===== config.mk =====
export PLATFORM = sky130hd
export DESIGN_NAME = fetch_ctrl
export DESIGN_NICKNAME = d
export VERILOG_FILES = /design/src/rtl/fetch_pkg.sv /design/src/rtl/fetch_ctrl_next_pc_sel.sv /design/src/rtl/fetch_ctrl.sv
export SDC_FILE = /design/constraint.sdc
export NUM_CORES = 1
export LEC_CHECK = 0
export ABC_AREA = 0
export BUFFER_PORTS_ARGS = -buffer_cell sky130_fd_sc_hd__clkbuf_2
export CORE_ASPECT_RATIO = 1.25
export CORE_MARGIN = 3
export CORE_UTILIZATION = 55
export CTS_CLUSTER_DIAMETER = 120
export CTS_CLUSTER_SIZE = 12
export DETAILED_ROUTE_END_ITERATION = 8
export PLACE_DENSITY = 0.82
export SLEW_MARGIN = 20
export SYNTH_ARGS = -nofsm -noshare
export SYNTH_HDL_FRONTEND = slang
export SYNTH_HIERARCHICAL = 1
export SYNTH_SLANG_ARGS = --single-unit

===== constraint.sdc =====
create_clock -name clk -period 12.5 [get_ports clk]
set_input_delay 1.875 -clock clk [delete_from_list [all_inputs] [get_ports clk]]
set_output_delay 1.875 -clock clk [all_outputs]
set_load 0.005 [all_outputs]

===== src/rtl/fetch_pkg.sv =====
// rtl/fetch_pkg.sv - shared state encoding and constants for the fetch sequencer
package fetch_pkg;

    typedef enum logic [1:0] {
        IDLE = 2'd0,
        REQ  = 2'd1,
        RSP  = 2'd2,
        HOLD = 2'd3
    } fetch_state_e;

    localparam logic [31:0] NOP_INSTR    = 32'h0000_0013;
    localparam logic [31:0] DEF_RESET_PC = 32'h0000_0000;
    localparam logic [31:0] DEF_TRAP_VEC = 32'h0000_0100;

endpackage


===== src/rtl/fetch_ctrl_next_pc_sel.sv =====
// rtl/fetch_ctrl_next_pc_sel.sv - next fetch address mux: trap > misaligned redirect > redirect > pc+4
module next_pc_sel
    import fetch_pkg::*;
#(
    parameter logic [31:0] TRAP_VEC = DEF_TRAP_VEC
) (
    input  logic [31:0] pc,
    input  logic        trap,
    input  logic        redirect_valid,
    input  logic [31:0] redirect_pc,
    output logic [31:0] next_pc,
    output logic        flush,
    output logic        misalign
);

    always_comb begin
        flush    = trap | redirect_valid;
        misalign = !trap && redirect_valid && (redirect_pc[1:0] != 2'b00);
        if (trap || misalign) begin
            next_pc = TRAP_VEC;
        end else if (redirect_valid) begin
            next_pc = redirect_pc;
        end else begin
            next_pc = pc + 32'd4;
        end
    end

endmodule


===== src/rtl/fetch_ctrl.sv =====
// rtl/fetch_ctrl.sv - PC owner and single-outstanding instruction fetch sequencer
module fetch_ctrl
    import fetch_pkg::*;
#(
    parameter logic [31:0] RESET_PC = DEF_RESET_PC,
    parameter logic [31:0] TRAP_VEC = DEF_TRAP_VEC
) (
    input  logic        clk,
    input  logic        rst,
    input  logic        en,
    output logic        imem_req,
    output logic [31:0] imem_addr,
    input  logic        imem_gnt,
    input  logic        imem_rvalid,
    input  logic [31:0] imem_rdata,
    output logic        if_valid,
    output logic [31:0] if_instr,
    output logic [31:0] if_pc,
    input  logic        if_ready,
    input  logic        redirect_valid,
    input  logic [31:0] redirect_pc,
    input  logic        trap,
    output logic        misalign_err
);

    fetch_state_e state, state_d;
    logic [31:0]  pc, pc_d;
    logic [31:0]  pend, pend_d;
    logic         drop, drop_d;
    logic         if_valid_d;
    logic [31:0]  if_instr_d, if_pc_d;
    logic [31:0]  next_pc;
    logic         flush, misalign;

    next_pc_sel #(.TRAP_VEC(TRAP_VEC)) u_next_pc_sel (
        .pc             (pc),
        .trap           (trap),
        .redirect_valid (redirect_valid),
        .redirect_pc    (redirect_pc),
        .next_pc        (next_pc),
        .flush          (flush),
        .misalign       (misalign)
    );

    // The request address is the pc itself; a flush during REQ parks in pend so it stays stable.
    assign imem_req  = (state == REQ);
    assign imem_addr = pc;

    always_comb begin
        state_d    = state;
        pc_d       = pc;
        pend_d     = pend;
        drop_d     = drop;
        if_valid_d = if_valid;
        if_instr_d = if_instr;
        if_pc_d    = if_pc;
        case (state)
            IDLE: begin
                if (flush) pc_d = next_pc;
                if (en) state_d = REQ;
            end
            REQ: begin
                if (flush) begin
                    pend_d = next_pc;
                    drop_d = 1'b1;
                end
                if (imem_gnt) state_d = RSP;
            end
            RSP: begin
                if (flush) begin
                    pc_d   = next_pc;
                    pend_d = next_pc;
                    drop_d = 1'b1;
                end
                if (imem_rvalid) begin
                    if (drop || flush) begin
                        state_d = REQ;
                        drop_d  = 1'b0;
                        pc_d    = flush ? next_pc : pend;
                    end else begin
                        state_d    = HOLD;
                        if_valid_d = 1'b1;
                        if_instr_d = imem_rdata;
                        if_pc_d    = pc;
                    end
                end
            end
            HOLD: begin
                // A flush coincident with the handshake still consumes the instruction; next_pc already prefers the target.
                if (flush) begin
                    pc_d       = next_pc;
                    if_valid_d = 1'b0;
                    state_d    = REQ;
                end else if (if_ready) begin
                    pc_d       = next_pc;
                    if_valid_d = 1'b0;
                    state_d    = en ? REQ : IDLE;
                end
            end
            default: state_d = IDLE;
        endcase
    end

    always_ff @(posedge clk or posedge rst) begin
        if (rst) begin
            state        <= IDLE;
            pc           <= RESET_PC;
            pend         <= 32'h0;
            drop         <= 1'b0;
            if_valid     <= 1'b0;
            if_instr     <= NOP_INSTR;
            if_pc        <= 32'h0;
            misalign_err <= 1'b0;
        end else begin
            state        <= state_d;
            pc           <= pc_d;
            pend         <= pend_d;
            drop         <= drop_d;
            if_valid     <= if_valid_d;
            if_instr     <= if_instr_d;
            if_pc        <= if_pc_d;
            misalign_err <= misalign;
        end
    end

endmodule


# [After elaboration in Yosys (flattened, before gate mapping)]
# Index checks and enable logic that the tools add are counted.
[word_totals] register_bits=133 output_inout_bits=99
[classes] addsub=1 n_reduce_logical=15 n_mux=26 n_eq_ne=8 n_bitwise=2
[ops] operator="32-bit two-way mux" count=8
[ops] operator="32-bit one-hot mux with 3 select lines" count=1
[ops] operator="32-bit by 3-bit adder with 32-bit output (second input constant)" count=1
[ops] operator="2-bit two-way mux" count=6
[ops] operator="1-bit two-way mux" count=8
[ops] operator="2-bit one-hot mux with 4 select lines" count=1
[ops] operator="4-bit AND reduction" count=2
[ops] operator="2-bit inequality test (second input constant)" count=3
[ops] operator="2-bit nonzero test" count=3
[ops] operator="2-bit equality test (second input constant)" count=2
[ops] operator="1-bit one-hot mux with 2 select lines" count=2
[ops] operator="3-bit inequality test (second input constant)" count=1
[ops] operator="3-bit AND reduction" count=1
[ops] operator="3-bit nonzero test" count=1
[ops] operator="2-bit by 1-bit equality test with 1-bit output (second input constant)" count=1
[ops] operator="1-bit logical AND" count=2
[ops] operator="2-bit zero test" count=1
[ops] operator="1-bit logical OR" count=2
[ops] operator="2-bit by 1-bit inequality test with 1-bit output (second input constant)" count=1
[ops] operator="2-bit AND reduction" count=1
[ops] operator="2-bit OR reduction" count=1
[ops] operator="1-bit zero test" count=1
[ops] operator="1-bit inverter" count=1
[ops] operator="1-bit bitwise OR" count=1

# [Logic depth before layout (Yosys ltp)]
[depth] word_depth=9 mapped_depth=9

# [Hierarchy]
# Netlist, hierarchy kept.
[modules_own_cells] mod="fetch_ctrl" area_per_inst_um2=5375.2 cells_per_inst=357 n_inst=1
[modules_own_cells] mod="next_pc_sel" area_per_inst_um2=987.2 cells_per_inst=171 n_inst=1

# [Least setup slack after synthesis]
# OpenSTA, ideal clock, no wires.
[synth_timing] path_type="in2reg" startpoint="input redirect_valid" endpoint="register if_instr[11]" n_path_buf=1 required_ns=12.375 slack_ns=9.316 cell_stages=5 t_arrival_ns=3.059 path_cell_list="nor2_1 -> inv_1 -> nor3_4 -> buf_6 -> mux2_2"
[synth_between] elab_chain_cells=4
[synth_rtl] element="start, declared" line_no="fetch_ctrl.sv:20" source="input logic redirect_valid,"
[synth_rtl] element="1-bit bitwise OR" line_no="fetch_ctrl_next_pc_sel.sv:17" source="flush = trap | redirect_valid;"
[synth_rtl] element="named net flush" line_no="fetch_ctrl.sv:33" source="logic flush, misalign;"
[synth_rtl] element="1-bit logical OR" line_no="fetch_ctrl.sv:76" source="if (drop || flush) begin"
[synth_rtl] element="1-bit inverter (no line)"
[synth_rtl] element="3-bit AND reduction (no line)"
[synth_rtl] element="end signal, assigned" line_no="fetch_ctrl.sv:120" source="if_instr <= if_instr_d;"
[synth_rtl] element="end, declared" line_no="fetch_ctrl.sv:17" source="output logic [31:0] if_instr,"
# The timed path passes the listed nets, and every way through them passes these cells.
# A chain may end at the register's enable or synchronous reset.

# [Final worst setup path]
[layout_timing] startpoint="input redirect_valid" endpoint="register if_instr[29]"
# Same word-level chain as after synthesis.

==> out/metrics.yaml <==
clocking:
  cts_sinks: 133
  clk_latency_ns: 0.41
  cts-resized-gates: 0
  post-cts-setup-buffer-count: 0
  cts_max_path_buffers: 2
  numCtsBuffers: 17
  clk_pin_slew_worst_paths_ns: 0.05
  cts_tree: "done"
  root_buffer: "clkbuf_16"
  hold_buffers: 0
  cts-htree-levels: 4
route:
  viasPerCell: 5.97
  vias: 4991
  wl_per_cell_um: 18.5
  drt_first_pass_iters: 5
  drcViolationCount: 0
  wirelength_mm: 15.5
  drt_iter0_markers: 399
  detail-route-antenna-nets: 0
synthesis:
  yosysTopAreaCellShare: 0.511
  netlist_instances: 528
  yosysSeqAreaShare: 0.524
  synth-async-reset-ratio: 1.00
  synth.area.top_cells: "dfrtp_1, mux2_2, o2bb2ai_1"
  synth_nets: 606
  syn_avg_cell_area_sq_um: 12.0
  synth-main-ff-cell: "dfrtp_1"
  yosysTopAreaCell: "dfrtp_1"
  syn-cell-area_sq_um: 6360
  yosys_register_bits: 133
  ys_warn_count: 6
  ys_types: 46
  synth_edf_count: 0
setup_path:
  cp.required_ns: 12.78
  slowest_delay_ns: 0.79
  start_kind: "primary input"
  cp_num_cells: 6
  cp_data_arrival_time_ns: 4.49
  path_cells: "clkbuf_2 -> nor2_1 -> inv_1 -> nor3_4 -> buf_4 -> mux2_2"
  crit_family: "buffers and inverters"
  cp.buffers_inverters: 3
  cp-end-kind: "flop"
  critPathKind: "in2reg"
  path_max_fanout: 47
  r2r_cells: 6
  cp_slowest_cell: "nor3_4"
timing:
  maxSlewViolCount: 0
  setup_viol: 0
  hold_viol: 0
  period_needed_ns: 4.21
  whs_ns: 0.484
  setup_tns_ns: 0
  rsz0062_at_grt: "no"
  max_slew_margin: 0.265
  fin_skew_ns: 0.0103
  finalWorstSetupSlack_ns: 8.29
  fmax_mhz: 238
  worst_slew_pin_slew_ns: 1.10
  finalCritPeriodShare: 0.336
floorplanning:
  die-width_um: 102
  io_pins: 171
  rows: 43
  die_y_um: 126
  core_sq_um: 11200
  die_area_sq_um: 12900
  initial_core_util: 0.569
layout:
  fin_area_sq_um: 7830
  stdcell_count: 836
  multi_input_area_sq_um: 2790
  seq_area_sq_um: 3330
  fillers: 829
  fin_nets: 766
  final_cell_mix: "clkbuf_2, dfrtp_1, mux2_2"
  antennaDiodeCount: 0
  drive_gt1_frac: 0.444
  syn2layout_area_growth_pct: 23.1
  mostFrequentLayoutCell: "clkbuf_2"
global_routing:
  grt.overflow.total: 0
  first_global_vias: 5173
  grt_first_pass_wirelength_mm: 25.5
  globalRouteTotalUtil: 0.250
  grt_antenna_before_repair: 0
  grt_max_degree: 89
placed_design:
  post-place-ws_ns: 7.84
  placed_area_sq_um: 7240
  placed_cells: 804
  io_buffers: 170
  hpwl_mm: 10.5
  globalplace.congestion: 0.815
worst_hold_path:
  holdPathStages: 1
  hp-class: "reg2reg"
job:
  cap_violations: 0
power_and_ir_drop:
  peakVddDrop_v: 0.000124
  cellPowerDensity_nw_per_um2: 207
  power.leakage_nw: 3.80
outcome:
  status: "complete, no violations"
-- worst paths after layout --
check	slack [ns]	startpoint	endpoint
worst max register to register	9.57	state[0]	if_instr[29]
worst min register to register	0.48	if_pc[15]	if_pc[15]
min in group asynchronous	1.49	rst	if_instr[15]
worst max-delay path	8.29	redirect_valid	if_instr[29]
max in group asynchronous	9.89	rst	if_pc[18]
worst min-delay path	0.48	if_pc[15]	if_pc[15]
-- layer usage --
| metal | wire length (um) | track usage | vias to the layer above | share of wire |
|---|---|---|---|---|
| li1 | - | - | 2261 | - |
| met1 | 6230 | 0.321 | 2478 | 0.40 |
| met5 | 0 | 0 | - | 0 |
| met3 | 1210 | 0.0593 | 27 | 0.079 |
| met2 | 7700 | 0.408 | 225 | 0.50 |
| met4 | 312 | 0.0942 | 0 | 0.020 |
-- flip-flops by register name (all words and copies together), names as in the netlist --
name          count
drop              1
if_instr         32
if_pc            32
if_valid          1
imem_addr        32
misalign_err      1
pend             32
state             2
-- final cells by class --
cell class / count / area share
Timing Repair Buffer: 176 / 0.115
Clock inverter: 8 / 0.0126
Tap cell: 135 / 0.0216
Sequential cell: 133 / 0.426
Clock buffer: 24 / 0.0628
Multi-Input combinational cell: 347 / 0.356
Inverter: 13 / 0.00687
-- cell usage after synthesis (3+ instances only) --
cell type and n:
xnor2_1 23, xor2_1 4, and2_1 3, nor3_1 10, clkbuf_1 12, buf_6 6
nor2_1 19, mux2i_1 3, buf_2 15, a31oi_1 3, o21ai_0 24, nand4_1 6
nand2_1 17, nand3_1 11, ha_1 6, a21oi_1 27, nor4_1 3, dfrtp_1 130
dfstp_2 3, mux2_2 92, a22oi_1 30, inv_1 12, nor2b_1 3, o2bb2ai_1 30
mux2_1 4, and3_1 5
-- logic make-up (layout without fill, tap and decap cells) --
family                     Yosys count  count (layout)  synth area share
AOI/OAI and AO/OA                  123             123             0.133
xor gates and xnor gates            27              27            0.0372
adders and majority gates            6               6            0.0118
buffers and inverters               48             221            0.0395
DFF                                133             133             0.524
muxes                               99              99             0.175
and+or+nand+nor                     92              92            0.0802
-- per-stage QoR --
step,power (mW),utilization
floorplan,0.946,-
global placement,1.11,0.647
detailed placement,1.14,0.647
CTS,1.63,0.699
global route,1.71,0.700
finish,1.62,0.700
-- report_power, final --
| part | switching, mW | leakage (nW) | internal (mW) |
|---|---|---|---|
| Combinational | 0.237 | 1.73 | 0.230 |
| Clock | 0.175 | 0.286 | 0.314 |
| Sequential | 0.113 | 1.79 | 0.551 |
No activity file was read; power rests on OpenSTA's default activity.
